**src/rtl/cordic_angle_sequencer.sv**
```systemverilog
// Range-reducing front end for a CORDIC rotator: folds a Q3.16 angle into [-pi/2, pi/2],
// runs one CORDIC operation, then sign-corrects cos/sin. Optional watchdog: CORDIC_SEQ_TIMEOUT_EN.
module cordic_angle_sequencer #(
    parameter int TIMEOUT_CYCLES = 64
) (
    input  logic               clk,
    input  logic               rst,
    input  logic signed [18:0] in_angle,
    input  logic               in_valid,
    output logic               in_ready,
    output logic signed [17:0] cordic_angle,
    output logic               cordic_init,
    input  logic signed [17:0] cordic_cos,
    input  logic signed [17:0] cordic_sin,
    input  logic               cordic_done,
    output logic signed [17:0] out_cos,
    output logic signed [17:0] out_sin,
    output logic               out_err,
    output logic               out_valid,
    input  logic               out_ready
);

    typedef enum logic [2:0] {
        S_IDLE  = 3'd0,
        S_RED1  = 3'd1,
        S_RED2  = 3'd2,
        S_START = 3'd3,
        S_WAIT  = 3'd4,
        S_OUT   = 3'd5
    } state_t;

    localparam logic signed [19:0] PI     = 20'sd205887;
    localparam logic signed [19:0] PI_2   = 20'sd102944;
    localparam logic signed [19:0] TWO_PI = 20'sd411775;

    if (TIMEOUT_CYCLES < 1) begin : g_bad_timeout_cycles
    end

    // Negation saturates at the most negative code so the result stays representable.
    function automatic logic signed [17:0] sat_neg(input logic signed [17:0] x);
        return (x == 18'sh20000) ? 18'sh1FFFF : -x;
    endfunction

    state_t             state_q, state_d;
    logic signed [19:0] angle_q, angle_d;
    logic               neg_q, neg_d;
    logic signed [17:0] cordic_angle_q, cordic_angle_d;
    logic               cordic_init_q, cordic_init_d;
    logic signed [17:0] out_cos_q, out_cos_d;
    logic signed [17:0] out_sin_q, out_sin_d;
    logic               out_valid_q, out_valid_d;
    logic               in_ready_q, in_ready_d;
    logic               wait_first_q, wait_first_d;
    logic               accept_s;
    logic               done_ok_s;
    logic               timeout_s;

`ifdef CORDIC_SEQ_TIMEOUT_EN
    localparam int CNT_W = $clog2(TIMEOUT_CYCLES + 1);
    logic [CNT_W-1:0] wait_cnt_q, wait_cnt_d;
    logic             out_err_q, out_err_d;
`endif

    assign accept_s  = (state_q == S_IDLE) && in_valid && in_ready_q;
    // The first WAIT cycle may still see done from the previous operation.
    assign done_ok_s = (state_q == S_WAIT) && !wait_first_q && cordic_done;
`ifdef CORDIC_SEQ_TIMEOUT_EN
    assign timeout_s = (state_q == S_WAIT) && !done_ok_s && (wait_cnt_q == CNT_W'(TIMEOUT_CYCLES - 1));
`else
    assign timeout_s = 1'b0;
`endif

    // State and output registers.
    always_ff @(posedge clk or posedge rst) begin
        if (rst) begin
            state_q        <= S_IDLE;
            angle_q        <= 20'sd0;
            neg_q          <= 1'b0;
            cordic_angle_q <= 18'sd0;
            cordic_init_q  <= 1'b0;
            out_cos_q      <= 18'sd0;
            out_sin_q      <= 18'sd0;
            out_valid_q    <= 1'b0;
            in_ready_q     <= 1'b0;
            wait_first_q   <= 1'b0;
`ifdef CORDIC_SEQ_TIMEOUT_EN
            wait_cnt_q     <= '0;
            out_err_q      <= 1'b0;
`endif
        end else begin
            state_q        <= state_d;
            angle_q        <= angle_d;
            neg_q          <= neg_d;
            cordic_angle_q <= cordic_angle_d;
            cordic_init_q  <= cordic_init_d;
            out_cos_q      <= out_cos_d;
            out_sin_q      <= out_sin_d;
            out_valid_q    <= out_valid_d;
            in_ready_q     <= in_ready_d;
            wait_first_q   <= wait_first_d;
`ifdef CORDIC_SEQ_TIMEOUT_EN
            wait_cnt_q     <= wait_cnt_d;
            out_err_q      <= out_err_d;
`endif
        end
    end

    // Next-state logic.
    always_comb begin
        state_d = state_q;
        case (state_q)
            S_IDLE:  state_d = accept_s ? S_RED1 : S_IDLE;
            S_RED1:  state_d = S_RED2;
            S_RED2:  state_d = S_START;
            S_START: state_d = S_WAIT;
            S_WAIT:  state_d = (done_ok_s || timeout_s) ? S_OUT : S_WAIT;
            S_OUT:   state_d = (out_valid_q && out_ready) ? S_IDLE : S_OUT;
            default: state_d = S_IDLE;
        endcase
    end

    // Datapath and registered-output next values.
    always_comb begin
        angle_d        = angle_q;
        neg_d          = neg_q;
        cordic_angle_d = cordic_angle_q;
        out_cos_d      = out_cos_q;
        out_sin_d      = out_sin_q;
`ifdef CORDIC_SEQ_TIMEOUT_EN
        wait_cnt_d     = (state_q == S_WAIT) ? wait_cnt_q + {{(CNT_W-1){1'b0}}, 1'b1} : '0;
        out_err_d      = out_err_q;
`endif
        case (state_q)
            S_IDLE: begin
                if (accept_s) begin
                    angle_d = {in_angle[18], in_angle};
                    neg_d   = 1'b0;
`ifdef CORDIC_SEQ_TIMEOUT_EN
                    out_err_d = 1'b0;
`endif
                end else begin
                    angle_d = angle_q;
                end
            end
            S_RED1: begin
                angle_d = (angle_q > PI)  ? angle_q - TWO_PI :
                          (angle_q < -PI) ? angle_q + TWO_PI : angle_q;
            end
            S_RED2: begin
                // Folding by pi flips the sign of both sin and cos.
                if (angle_q > PI_2) begin
                    angle_d = angle_q - PI;
                    neg_d   = 1'b1;
                end else if (angle_q < -PI_2) begin
                    angle_d = angle_q + PI;
                    neg_d   = 1'b1;
                end else begin
                    neg_d   = 1'b0;
                end
                cordic_angle_d = angle_d[17:0];
            end
            S_WAIT: begin
                if (done_ok_s) begin
                    out_cos_d = neg_q ? sat_neg(cordic_cos) : cordic_cos;
                    out_sin_d = neg_q ? sat_neg(cordic_sin) : cordic_sin;
`ifdef CORDIC_SEQ_TIMEOUT_EN
                    out_err_d = 1'b0;
`endif
                end else if (timeout_s) begin
                    out_cos_d = 18'sd0;
                    out_sin_d = 18'sd0;
`ifdef CORDIC_SEQ_TIMEOUT_EN
                    out_err_d = 1'b1;
`endif
                end else begin
                    out_cos_d = out_cos_q;
                end
            end
            default: begin
                angle_d = angle_q;
            end
        endcase
        cordic_init_d = (state_d == S_START);
        out_valid_d   = (state_d == S_OUT);
        in_ready_d    = (state_d == S_IDLE);
        wait_first_d  = (state_d == S_WAIT) && (state_q != S_WAIT);
    end

    assign in_ready     = in_ready_q;
    assign cordic_angle = cordic_angle_q;
    assign cordic_init  = cordic_init_q;
    assign out_cos      = out_cos_q;
    assign out_sin      = out_sin_q;
    assign out_valid    = out_valid_q;
`ifdef CORDIC_SEQ_TIMEOUT_EN
    assign out_err      = out_err_q;
`else
    assign out_err      = 1'b0;
`endif

endmodule

```
**config.mk**
```make
export PLATFORM = sky130hd
export DESIGN_NAME = cordic_angle_sequencer
export DESIGN_NICKNAME = d
export VERILOG_FILES = /design/src/rtl/cordic_angle_sequencer.sv
export SDC_FILE = /design/constraint.sdc
export NUM_CORES = 1
export LEC_CHECK = 0
export ABC_AREA = 0
export BUFFER_PORTS_ARGS = -buffer_cell sky130_fd_sc_hd__buf_2
export CORE_MARGIN = 2
export CORE_UTILIZATION = 56
export DETAILED_ROUTE_END_ITERATION = 7
export PLACE_DENSITY = 0.78
export SETUP_SLACK_MARGIN = 0.15
export SLEW_MARGIN = 20
export SYNTH_ARGS = -nofsm -noshare
export SYNTH_HDL_FRONTEND = slang
export SYNTH_SLANG_ARGS = --single-unit
```
**constraint.sdc**
```tcl
create_clock -name clk -period 4.7 [get_ports clk]
set_input_delay 0.235 -clock clk [delete_from_list [all_inputs] [get_ports clk]]
set_output_delay 0.235 -clock clk [all_outputs]
set_load 0.03 [all_outputs]
```
# == Word-level counts from Yosys, hierarchy flattened ==
# Index checks and enable logic that the tools add are counted.
# word_totals
regBits,82
inputBits,60
# op_classes
n_addsub,6
order_cmp,4
n_eq_ne,14
muxes,18
reduce_logical,15
# op_table
cell,count
two-way mux 20 bit,5
two-way mux 18 bit,4
case mux 20 bit (3 select lines),1
equality test 18 bit (second input constant),2
negator 18 bit,2
adder 20 x 19 -> 20 bit (second input constant),1
adder 20 bit (second input constant),1
> comparator 20 x 18 -> 1 bit (second input constant),1
> comparator 20 x 19 -> 1 bit (second input constant),1
< comparator 20 x 18 -> 1 bit (second input constant),1
< comparator 20 x 19 -> 1 bit (second input constant),1
subtractor 20 x 19 -> 20 bit (second input constant),1
subtractor 20 bit (second input constant),1
case mux 3 bit (6 select lines),1
equality test 3 bit (second input constant),4
equality test 3 x 2 -> 1 bit (second input constant),3
!= test 3 bit (second input constant),3
logical AND 1 bit,6
logical NOT 3 bit,2
two-way mux 1 bit,5
AND reduction 2 bit,2
AND reduction 4 bit,1
equality test 3 x 1 -> 1 bit (second input constant),1
two-way mux 3 bit,1
6 further kinds,6

# == Longest topological paths before layout ==
# depth
ltp_word,7
mapped_depth,16

# == Worst setup path before layout ==
# Ideal clock, no wire load.
# synth_path
path_kind,reg2reg
startpoint,register angle_q[6]
endpoint,register angle_q[16]
setup_ns,0.082
arrival_ns,3.896
t_required_ns,4.618
slack_ns,0.722
stages_incl_launch_ff,16
n_path_buf,1
path_cell_list,dfrtp_1 buf_2 or4_1 a21oi_1 o21ai_0 a21oi_1 or2_2 inv_1 ha_1 a2111oi_0 o21ai_0 a41o_1 a41o_1 a2111oi_0 a311oi_1 a31oi_1
# synth_between
elab_chain_len,4
word_cells_on_any_way,15
classes_between,4 x add/sub; 4 x order compare; 1 x eq/ne; 5 x mux; 1 x reduce/logical
# synth_rtl
element,line_no,source
"start, declared",45,"logic signed [19:0] angle_q, angle_d;"
"start signal, assigned",92,angle_q <= angle_d;
"adder 20 x 19 -> 20 bit, or another cell as far along",155,angle_d = angle_q + PI;
two-way mux 20 bit (on tied branches),"154, 147",
two-way mux 20 bit (on tied branches),"151, 146",
case mux 20 bit (3 select lines),133,case (state_q)
# Parallel ways exist; a longest one is shown, timed or not. The select of a mux whose other input is x is not followed.
# A chain may end at the register's enable or synchronous reset.

# == Final worst setup path ==
# Ends and elaborated chain as after synthesis.

==> impl_metrics.py <==
metrics = {
    "status": {
        "outcome": "complete, no violations",
    },
    "sta": {
        "worst_slew_pin_slew_ps": 1170,
        "hold_viol": 0,
        "period_share_pct": 90.7,
        "fmax_mhz": 235,
        "finalMaxSlewViolations": 0,
        "relSlewSlack_pct": 21.6,
        "setup_viol": 0,
        "clock_skew_ps": 13.1,
        "fin_tns_setup_ps": 0,
        "rsz0062_at_grt": "no",
        "post-route-min-period_ps": 4260,
    },
    "finish": {
        "drive_gt1_share_pct": 20.5,
        "layout.nets": 890,
        "antennaDiodeCount": 0,
        "area_growth_pct": 14.6,
    },
    "synthesis": {
        "syn-num-nets": 792,
        "synth_mux_area_share_pct": 0.532,
        "synthTopCellsByArea": "dfrtp_1, a21oi_1, nor2_1",
        "synth_compound_area_share_pct": 26.2,
        "synth-adder-area-share_pct": 5.45,
        "synthArstFlopShare_pct": 100,
        "synth_cell_types": 77,
        "syn_area_per_cell_sq_um": 8.32,
        "yosysTopAreaCell": "dfrtp_1",
        "synth_top_family_by_area": "compound AO/OA/AOI/OAI gates",
        "syn_inst": 707,
        "synth_edf_count": 0,
        "synth-seq-cells": 82,
        "syn_area_sq_mm": 0.00588,
        "synth_xor_xnor_area_share_pct": 8.93,
        "yosys.area_share.simple_pct": 19.0,
        "ys.flop_type": "dfrtp_1",
        "synth_top_area_share_pct": 34.9,
        "synth-warning-count": 0,
        "synth.yosys.seq_area_share_pct": 34.9,
    },
    "routing": {
        "viasPerCell": 6.06,
        "postRouteWirelength_um": 16700,
        "drt_iter0_drc": 369,
        "drcViolationCount": 0,
        "vias": 5730,
        "dr.pass1.iters": 5,
        "wl_per_cell_um": 17.7,
        "antenna_left": 0,
    },
    "placement": {
        "gp_congestion": 0.935,
        "hpwl_um": 12200,
        "port_buffers": 116,
    },
    "critical_path": {
        "criticalPathCategory": "reg2reg",
        "cp.arrival_ps": 4550,
        "critical_path.startpoint_type": "flop",
        "cp.required_ps": 4980,
        "cp-end-kind": "flop",
        "crit_fanout": 12,
    },
    "clocking": {
        "cts.sinks": 82,
        "insertion_delay_ps": 360,
        "cts_tree": "built",
        "cts.path.max_buffers": 2,
        "clock-root-buffer": "clkbuf_8",
        "cts.clk_slew.worst_paths_ps": 90,
        "post_cts_buffers": 0,
        "htreeDepth": 3,
        "cts_buffers": 9,
    },
    "die": {
        "die_y_um": 106,
        "pin_count": 118,
        "coreArea_sq_mm": 0.0103,
        "rows": 37,
        "die_x_um": 106,
        "start_util_pct": 57.2,
        "die_area_sq_mm": 0.0113,
    },
    "global_routing": {
        "grt_overflow_total": 0,
        "grt_pass1_wl_um": 27600,
        "grt_usage_pct": 30.7,
        "antenna_found_initial": 0,
        "grt_max_degree": 49,
        "grt_pass1_vias": 5560,
    },
    "worst_hold_path": {
        "hold_class": "in2reg",
    },
    "flow_run": {
        "drv_cap": 0,
    },
}
## cells by family after synthesis
kind of cell | count (synthesis)
DFF | 82
muxes | 3
other | 1
xor gates and xnor gates | 60
AOI/OAI and AO/OA | 231
adders and majority gates | 25
and+or+nand+nor | 241
buffers and inverters | 64
## path summary, 6_finish.rpt
path,end,depth (start not counted),slack (ps),start
min,out_cos[0],3,150,cordic_cos[0]
min reg2reg,cordic_angle[15],2,480,cordic_angle[15]
min in group asynchronous,angle_q[5],3,540,rst
max in group asynchronous,out_sin[16],4,3130,rst
max reg2reg,angle_q[16],14,440,angle_q[6]
max,angle_q[16],14,440,angle_q[6]
## registers in the layout, indices dropped and copies added, names as in the netlist
signal and count:
angle_q 20, cordic_angle 18, out_cos 18, out_sin 18
state_q 3, cordic_init 1, in_ready 1, neg_q 1
out_valid 1, wait_first_q 1
## Yosys cell counts, drive strengths merged, types with 4 or more instances
cell and number:
o21ai 53, a221oi 6, o22ai 6, nor4 5, or3 11, and2 4
o211ai 5, a21oi 69, ha 24, dfrtp 82, a22o 4, nor3 16
a22oi 5, o21bai 5, nand2 78, xnor2 29, a21o 6, inv 21
xor2 31, o31ai 10, or4 9, nand4 6, nor2 83, o21a 6
clkbuf 26, a31oi 13, nand3 10, buf 16, or2 6
## critical path: stages (launching register included)
cell       delay (ps)
dfrtp_1           510
or4_1             610
a21oi_1           260
o21ai_0           110
a21oi_1           150
or2_2             230
buf_4             210
ha_1              280
a21oi_1           270
o21ai_0           210
a41o_1            310
a41o_1            290
a2111oi_0         440
a311oi_1          100
a31oi_1           190
## per-layer routing
metal	up-vias	part of all wire, %	GRT usage [%]
li1	2760	-	-
met1	2680	42	41.2
met2	263	46	48.2
met3	27	9.9	8.52
met4	0	2.2	10.3
met5	-	0	0
## metrics by stage
step           util, %  std cells  setup WS [ps]  hold WS (ps)  area, sq um
3_3_place_gp      63.5        929            634           367         6520
6_report          65.6        945            437           148         6740
5_1_grt           65.6        945            197           141         6740
3_5_place_dp      63.5        929            514           378         6520
4_1_cts           65.6        945            476           118         6740
2_1_floorplan        -        707            722           384         5880
## layout make-up
cell class	count	area (sq um)
multi-input cells	561	3550
well taps	136	170
inverters	22	83.8
fillers	916	3540
clock inverters	5	80.1
clock buffers	10	128
flip-flops and latches	82	2050
repair buffers	129	681
## layout by cell type (no fill, tap or decap), types with 10 or more instances in the layout
master,n
or3_1,11
nand3_1,10
ha_1,24
inv_1,20
nor2_1,82
a31oi_1,12
o21ai_0,52
xor2_1,31
buf_2,116
a21oi_1,68
nor3_1,15
dfrtp_1,82
nand2_1,78
buf_4,12
xnor2_1,29
## timing repair
action / in CTS / in global routing
gates resized for setup: 0 / 0
endpoints found under the hold margin: 40 / 0
setup endpoints to repair: 0 / 0
hold buffers: 1 / 0
Power is left out: the tool's default activity adds up to more than one toggle a clock period on the data nets, which glitch-free logic cannot reach.
